File: src/rtl/fetch_unit_if.sv
// Fetch-stage bus bundle: instruction-memory port, decode handshake and redirect input.
interface fetch_unit_if;
    localparam int unsigned XLEN  = 32;
    localparam int unsigned OPC_W = 7;

    // instruction memory port
    logic              IMEM_REQ;
    logic [XLEN-1:0]   IMEM_ADDR;
    logic              IMEM_RVALID;
    logic [XLEN-1:0]   IMEM_RDATA;

    // decode-side handshake
    logic              VALID;
    logic              READY;
    logic [XLEN-1:0]   INSTR;
    logic [OPC_W-1:0]  OPCODE;
    logic [XLEN-1:0]   PC_OUT;

    // branch/jump resolution
    logic              REDIRECT;
    logic [XLEN-1:0]   REDIRECT_PC;

    // handed-over instruction count
    logic [XLEN-1:0]   FETCH_CNT;

    // fetch unit side
    modport master (
        output IMEM_REQ,
        output IMEM_ADDR,
        input  IMEM_RVALID,
        input  IMEM_RDATA,
        output VALID,
        input  READY,
        output INSTR,
        output OPCODE,
        output PC_OUT,
        input  REDIRECT,
        input  REDIRECT_PC,
        output FETCH_CNT
    );

    // memory / decode / resolution side
    modport slave (
        input  IMEM_REQ,
        input  IMEM_ADDR,
        output IMEM_RVALID,
        output IMEM_RDATA,
        input  VALID,
        output READY,
        input  INSTR,
        input  OPCODE,
        input  PC_OUT,
        output REDIRECT,
        output REDIRECT_PC,
        input  FETCH_CNT
    );
endinterface

File: src/rtl/fetch_unit.sv
// Instruction fetch stage: owns the PC, keeps one memory request in flight,
// holds the returned word for decode and absorbs redirects by dropping stale data.
module fetch_unit #(
    parameter logic [31:0] RESET_PC  = 32'h0040_0000,
    parameter logic [31:0] NOP_INSTR = 32'h0000_0013
) (
    input  logic          CLK,
    input  logic          RST_N,
    fetch_unit_if.master  bus
);
    localparam int unsigned XLEN  = 32;
    localparam int unsigned OPC_W = 7;

    typedef enum logic [2:0] {
        S_IDLE = 3'd0,
        S_REQ  = 3'd1,
        S_WAIT = 3'd2,
        S_HOLD = 3'd3,
        S_DROP = 3'd4
    } state_t;

    state_t            r_state;
    state_t            w_state_nxt;

    logic [XLEN-1:0]   r_pc;
    logic [XLEN-1:0]   r_instr;
    logic [XLEN-1:0]   r_pc_out;
    logic [XLEN-1:0]   r_fetch_cnt;
    logic              r_imem_req;
    logic              r_valid;

    logic              w_imem_req_nxt;
    logic              w_valid_nxt;
    logic [XLEN-1:0]   w_redirect_tgt;
    logic [XLEN-1:0]   w_pc_inc;
    logic              w_rsp_take;
    logic              w_handshake;
    logic              w_unused_redirect_lsb;

    // Redirect targets are word aligned; the low two bits are dropped.
    assign w_redirect_tgt        = {bus.REDIRECT_PC[XLEN-1:2], 2'b00};
    assign w_unused_redirect_lsb = ^bus.REDIRECT_PC[1:0];
    assign w_pc_inc              = r_pc + XLEN'(4);

    // A response is kept only in WAIT and only if no redirect races it.
    assign w_rsp_take  = (r_state == S_WAIT) && bus.IMEM_RVALID && !bus.REDIRECT;
    assign w_handshake = (r_state == S_HOLD) && bus.READY;

    // State register.
    always_ff @(posedge CLK or negedge RST_N) begin
        if (!RST_N) begin
            r_state <= S_IDLE;
        end else begin
            r_state <= w_state_nxt;
        end
    end

    // Next-state logic; redirects divert through DROP while a request is in flight.
    always_comb begin
        w_state_nxt = r_state;
        case (r_state)
            S_IDLE: begin
                w_state_nxt = S_REQ;
            end
            S_REQ: begin
                w_state_nxt = bus.REDIRECT ? S_DROP : S_WAIT;
            end
            S_WAIT: begin
                if (bus.IMEM_RVALID) begin
                    w_state_nxt = bus.REDIRECT ? S_REQ : S_HOLD;
                end else if (bus.REDIRECT) begin
                    w_state_nxt = S_DROP;
                end
            end
            S_HOLD: begin
                if (bus.REDIRECT || bus.READY) begin
                    w_state_nxt = S_REQ;
                end
            end
            S_DROP: begin
                if (bus.IMEM_RVALID) begin
                    w_state_nxt = S_REQ;
                end
            end
            default: begin
                w_state_nxt = S_IDLE;
            end
        endcase
    end

    // Moore output decode of the upcoming state, registered below.
    always_comb begin
        w_imem_req_nxt = 1'b0;
        w_valid_nxt    = 1'b0;
        case (w_state_nxt)
            S_REQ:   w_imem_req_nxt = 1'b1;
            S_HOLD:  w_valid_nxt    = 1'b1;
            default: begin
                w_imem_req_nxt = 1'b0;
                w_valid_nxt    = 1'b0;
            end
        endcase
    end

    // Output strobes registered so they track the state register exactly.
    always_ff @(posedge CLK or negedge RST_N) begin
        if (!RST_N) begin
            r_imem_req <= 1'b0;
            r_valid    <= 1'b0;
        end else begin
            r_imem_req <= w_imem_req_nxt;
            r_valid    <= w_valid_nxt;
        end
    end

    // PC, instruction holding register and delivered-instruction counter.
    always_ff @(posedge CLK or negedge RST_N) begin
        if (!RST_N) begin
            r_pc        <= RESET_PC;
            r_instr     <= NOP_INSTR;
            r_pc_out    <= RESET_PC;
            r_fetch_cnt <= '0;
        end else begin
            if (bus.REDIRECT) begin
                r_pc <= w_redirect_tgt;
            end else if (w_rsp_take) begin
                r_pc <= w_pc_inc;
            end
            if (w_rsp_take) begin
                r_instr  <= bus.IMEM_RDATA;
                r_pc_out <= r_pc;
            end
            if (w_handshake) begin
                r_fetch_cnt <= r_fetch_cnt + XLEN'(1);
            end
        end
    end

    assign bus.IMEM_REQ  = r_imem_req;
    assign bus.IMEM_ADDR = r_pc;
    assign bus.VALID     = r_valid;
    assign bus.INSTR     = r_instr;
    assign bus.OPCODE    = r_instr[OPC_W-1:0];
    assign bus.PC_OUT    = r_pc_out;
    assign bus.FETCH_CNT = r_fetch_cnt;

endmodule
File: src/flat_wrapper.sv
// flat-port wrapper written by rule: the top's interface ports become plain ports
module fetch_unit_flat 
#(
    parameter logic [31:0] RESET_PC  = 32'h0040_0000,
    parameter logic [31:0] NOP_INSTR = 32'h0000_0013
)
  (CLK, RST_N, bus_IMEM_REQ, bus_IMEM_ADDR, bus_IMEM_RVALID, bus_IMEM_RDATA, bus_VALID, bus_READY, bus_INSTR, bus_OPCODE, bus_PC_OUT, bus_REDIRECT, bus_REDIRECT_PC, bus_FETCH_CNT);
  fetch_unit_if bus_i ();
  input  logic CLK;
  input  logic RST_N;
  output wire logic [$bits(bus_i.IMEM_REQ)-1:0] bus_IMEM_REQ;
  output wire logic [$bits(bus_i.IMEM_ADDR)-1:0] bus_IMEM_ADDR;
  input wire logic [$bits(bus_i.IMEM_RVALID)-1:0] bus_IMEM_RVALID;
  input wire logic [$bits(bus_i.IMEM_RDATA)-1:0] bus_IMEM_RDATA;
  output wire logic [$bits(bus_i.VALID)-1:0] bus_VALID;
  input wire logic [$bits(bus_i.READY)-1:0] bus_READY;
  output wire logic [$bits(bus_i.INSTR)-1:0] bus_INSTR;
  output wire logic [$bits(bus_i.OPCODE)-1:0] bus_OPCODE;
  output wire logic [$bits(bus_i.PC_OUT)-1:0] bus_PC_OUT;
  input wire logic [$bits(bus_i.REDIRECT)-1:0] bus_REDIRECT;
  input wire logic [$bits(bus_i.REDIRECT_PC)-1:0] bus_REDIRECT_PC;
  output wire logic [$bits(bus_i.FETCH_CNT)-1:0] bus_FETCH_CNT;
  assign bus_IMEM_REQ = bus_i.IMEM_REQ;
  assign bus_IMEM_ADDR = bus_i.IMEM_ADDR;
  assign bus_i.IMEM_RVALID = bus_IMEM_RVALID;
  assign bus_i.IMEM_RDATA = bus_IMEM_RDATA;
  assign bus_VALID = bus_i.VALID;
  assign bus_i.READY = bus_READY;
  assign bus_INSTR = bus_i.INSTR;
  assign bus_OPCODE = bus_i.OPCODE;
  assign bus_PC_OUT = bus_i.PC_OUT;
  assign bus_i.REDIRECT = bus_REDIRECT;
  assign bus_i.REDIRECT_PC = bus_REDIRECT_PC;
  assign bus_FETCH_CNT = bus_i.FETCH_CNT;
  fetch_unit #(.RESET_PC(RESET_PC), .NOP_INSTR(NOP_INSTR)) u_core (.CLK(CLK), .RST_N(RST_N), .bus(bus_i));
endmodule
File: config.mk
export PLATFORM = sky130hd
export DESIGN_NAME = fetch_unit_flat
export DESIGN_NICKNAME = d
export VERILOG_FILES = /design/src/rtl/fetch_unit_if.sv /design/src/rtl/fetch_unit.sv /design/src/flat_wrapper.sv
export SDC_FILE = /design/constraint.sdc
export NUM_CORES = 1
export LEC_CHECK = 0
export CAP_MARGIN = 15
export CORE_MARGIN = 2
export CORE_UTILIZATION = 49
export DETAILED_ROUTE_END_ITERATION = 10
export PLACE_DENSITY = 0.95
export SETUP_SLACK_MARGIN = 0.3
export SLEW_MARGIN = 10
export SYNTH_ARGS = -nofsm -noshare
export SYNTH_HDL_FRONTEND = slang
export SYNTH_SLANG_ARGS = --single-unit
File: constraint.sdc
create_clock -name CLK -period 4.5 [get_ports CLK]
set_clock_uncertainty 0.15 [all_clocks]
set_input_delay 0.675 -clock CLK [delete_from_list [all_inputs] [get_ports CLK]]
set_output_delay 0.675 -clock CLK [all_outputs]
set_load 0.02 [all_outputs]
==> flow_summary_export.csv <==
group,metric,value,unit
sta,worst-slew-pin-transition,0.896,ns
layout,n_antenna_cell,0,
floorplanning,core_region_area,11900,µm²
grt,grt_first_pass_wirelength,24700,µm
synthesis,synth_compound_area_share,5.49,%
route,vias,4744,
synthesis,synthMuxAreaShare,12.2,%
floorplanning,die_height,114,µm
route,route.antenna.remaining_nets,0,
sta,rsz_0062_raised_after_global_routing,"false",
worst_setup_path,timing.critical_path.required,4.65,ns
grt,grt_max_degree,100,
synthesis,synth_enable_flop_cells,0,
worst_setup_path,r2r-start,"u_core.r_state[0]",
floorplanning,floorplan.initialDensity,49.6,%
grt,initial_antenna_violation_count,0,
layout,syn2layout_area_growth,43.8,%
worst_setup_path,startpoint_type_of_the_worst_setup_path,"primary input",
route,drt_first_iter_violations,282,
sta,finalCritPeriodShare,65.2,%
synthesis,post_synth_num_cell_types,41,
power_and_ir_drop,power.leakage,3.50,nW
route,drtPass1Iterations,5,
route,drcViolationCount,0,
placement,hpwl,10800,µm
clock_network,clock_latency,0.42,ns
outcome,outcome,"complete, no violations",
clock_network,postCtsHoldBufs,0,
clock_network,cts-root-buf,"sky130_fd_sc_hd__clkbuf_16",
sta,peak_freq,0.341,GHz
clock_network,post_cts.repair.setup_buffers,0,
floorplanning,io_pins,206,
sta,timing.setup.tns,0,ns
layout,fill_cells,803,
worst_setup_path,worst_ep_arrival_time,3.08,ns
worst_setup_path,reg2reg_slack,1.87,ns
worst_setup_path,ff2ff_path_depth,5,
grt,number_of_global_route_vias_before_repair,4827,
synthesis,ys_top_cells_by_count,"sky130_fd_sc_hd__dfrtp_1 (124), sky130_fd_sc_hd__mux2_2 (62), sky130_fd_sc_hd__nand2_1 (36)",
placement,port-buffer-count,199,
route,avgViaCountPerCell,5.59,
floorplanning,die_w,114,µm
clock_network,cts_inserted_buffers,17,
sta,finalHoldWorstSlack,0.210,ns
synthesis,synth-adder-area-share,0.426,%
synthesis,synth-async-reset-ratio,100,%
synthesis,synth-main-ff-cell,"sky130_fd_sc_hd__dfrtp_1",
synthesis,cell_with_the_most_instances_after_synthesis,"sky130_fd_sc_hd__dfrtp_1",
clock_network,post_cts.resized_instances,0,
worst_setup_path,timing_worst_setup_path_type,"in -> reg",
sta,maxSlewHeadroom,40.2,%
synthesis,syn_area,5880,µm²
synthesis,post-synth-top-area-fraction,52.8,%
clock_network,tritoncts,"built",
sta,setup_ws,1.56,ns
synthesis,avgSynthCellArea,11.8,µm²
power_and_ir_drop,totalPowerFinal,4.73,mW
min_path,hold_path_class,"in -> async",
layout,design.final.nets,760,
worst_setup_path,timing.critical_path.fanout_max,40,
synthesis,synth_top_family_by_area,"simple AND/OR/NAND/NOR gates",
sta,report.final.slew_viol_count,0,
clock_network,clk_transition_reported_paths,0.05,ns
clock_network,htreeDepth,4,
sta,setup_violations,0,
power_and_ir_drop,vdd_drop_max,359,µV
floorplanning,standard_cell_rows,40,
synthesis,synth.largest_area_cell,"sky130_fd_sc_hd__dfrtp_1",
synthesis,synthTopCellsByArea,"sky130_fd_sc_hd__dfrtp_1 (53%), sky130_fd_sc_hd__mux2_2 (12%), sky130_fd_sc_hd__xnor2_1 (3.4%)",
power_and_ir_drop,pwr_density_cell,560,nW/µm²
worst_setup_path,rr_endpoint,"u_core.bus.INSTR[21]",
placement,preCtsSetupSlack,1.13,ns
route,wirelength,15400,µm
layout,proportion_of_layout_cells_with_a_drive_suffix_above_1,15.4,%
sta,period_minus_slack,2.94,ns
placement,place.gp.congestion,0.837,
synthesis,synth_simple_gate_area_share,16.5,%
synthesis,synth_seq_area_share,55.0,%
clock_network,clock-sinks,129,
floorplanning,die_area,12900,µm²
synthesis,yosys.area_share.xor_xnor,6.11,%
synthesis,synthesis.instances,500,
synthesis,ys_warn_count,0,
job,number_of_max_cap_violations,0,
grt,grt_util_all_layers,24.7,%
sta,hold_viol,0,
worst_setup_path,nature_of_the_critical_path_endpoint,"flip-flop",
grt,globalRouteOverflowTotal,0,
route,wl_per_cell,18.1,µm
clock_network,max-clock-path-buffers,2,
synthesis,ys_ff_latch,129,
[how the worst max path moves through the flow]
stage | end | depth (start not counted) | slack [ns] | from
4_1_cts | u_core.bus.INSTR[21] | 6 | 1.56 | bus_IMEM_RVALID
3_5_place_dp | u_core.bus.INSTR[21] | 6 | 1.13 | bus_IMEM_RVALID
5_1_grt | u_core.bus.INSTR[16] | 6 | 1.46 | bus_IMEM_RVALID
3_3_place_gp | u_core.bus.INSTR[31] | 6 | 1.18 | bus_IMEM_RVALID
2_1_floorplan | u_core.bus.INSTR[10] | 6 | 2.30 | bus_IMEM_RVALID
6_report | u_core.bus.INSTR[21] | 6 | 1.56 | bus_IMEM_RVALID
[where the power goes]
group,switching [mW],total (mW),internal (mW)
Combinational,0.810,1.71,0.901
Sequential,0.247,1.75,1.50
Clock,0.492,1.28,0.783
Total,1.55,4.73,3.18
[kinds of logic after synthesis]
logic type,count (synthesis)
adders and majority gates,2
buffers and inverters,46
other,1
DFF,129
muxes,64
and+or+nand+nor,166
xor gates and xnor gates,41
AOI/OAI and AO/OA,51
[metal layers]
| layer | vias up | share of wire [%] | global-route usage (%) |
|---|---|---|---|
| li1 | 2188 | - | - |
| met1 | 2324 | 39 | 29.4 |
| met2 | 196 | 52 | 41.4 |
| met3 | 36 | 6.4 | 7.55 |
| met4 | 0 | 2.6 | 11.2 |
| met5 | - | 0 | 0 |
[sequential cells by signal (all words and copies together) (netlist names)]
signal                cells
u_core.bus.FETCH_CNT     32
u_core.bus.IMEM_ADDR     30
u_core.bus.IMEM_REQ       1
u_core.bus.INSTR         32
u_core.bus.PC_OUT        30
u_core.bus.VALID          1
u_core.r_state            3
[layout by cell type, fill, tap and decap left out, types with 2 or more instances in the layout]
cell type / synthesis / layout
sky130_fd_sc_hd__nand2_1: 36 / 36
sky130_fd_sc_hd__clkbuf_8: 0 / 2
sky130_fd_sc_hd__conb_1: 1 / 4
sky130_fd_sc_hd__nor2_1: 21 / 21
sky130_fd_sc_hd__nand4_4: 2 / 2
sky130_fd_sc_hd__and4_1: 8 / 8
sky130_fd_sc_hd__inv_1: 9 / 9
sky130_fd_sc_hd__and3_1: 7 / 7
sky130_fd_sc_hd__clkinv_2: 0 / 5
sky130_fd_sc_hd__nand3_1: 23 / 23
sky130_fd_sc_hd__o21ai_0: 15 / 15
sky130_fd_sc_hd__o31ai_1: 17 / 17
sky130_fd_sc_hd__nor3_1: 10 / 10
sky130_fd_sc_hd__and2_1: 5 / 4
sky130_fd_sc_hd__nand4_1: 20 / 20
sky130_fd_sc_hd__xor2_1: 18 / 18
sky130_fd_sc_hd__xnor2_1: 23 / 23
sky130_fd_sc_hd__clkdlybuf4s50_1: 0 / 198
sky130_fd_sc_hd__dfstp_2: 5 / 5
sky130_fd_sc_hd__a31oi_1: 18 / 18
sky130_fd_sc_hd__or3_1: 2 / 2
sky130_fd_sc_hd__dfrtp_1: 124 / 124
sky130_fd_sc_hd__clkbuf_16: 0 / 17
sky130_fd_sc_hd__mux2_2: 62 / 62
sky130_fd_sc_hd__mux2i_1: 2 / 2
sky130_fd_sc_hd__ha_1: 2 / 2
sky130_fd_sc_hd__nor4_1: 3 / 3
sky130_fd_sc_hd__buf_4: 12 / 4
sky130_fd_sc_hd__or4_1: 18 / 18
sky130_fd_sc_hd__clkbuf_1: 9 / 6
[stage by stage]
stage | instance area [µm²] | cells | utilization [%]
2_1_floorplan | 5890 | 503 | -
3_3_place_gp | 7920 | 817 | 66.8
3_5_place_dp | 7920 | 817 | 66.8
4_1_cts | 8460 | 849 | 71.3
5_1_grt | 8460 | 849 | 71.3
6_report | 8460 | 849 | 71.3
[critical path: stages]
cell	delay [ns]
sky130_fd_sc_hd__clkdlybuf4s50_1	0.53
sky130_fd_sc_hd__nor4bb_4	0.30
sky130_fd_sc_hd__buf_4	0.28
sky130_fd_sc_hd__and2_2	0.59
sky130_fd_sc_hd__buf_12	0.31
sky130_fd_sc_hd__mux2_2	0.37
[area by class of cell]
| type | count | area, µm² | share of cell area [%] |
|---|---|---|---|
| Sequential cell | 129 | 3230 | 38.2 |
| Multi-Input combinational cell | 328 | 2420 | 28.7 |
| Timing Repair Buffer | 204 | 2040 | 24.2 |
| Clock buffer | 25 | 475 | 5.62 |
| Tap cell | 147 | 184 | 2.17 |
| Clock inverter | 7 | 62.6 | 0.740 |
| Inverter | 9 | 33.8 | 0.399 |
Note: power is estimated with default switching activity, not from simulation.
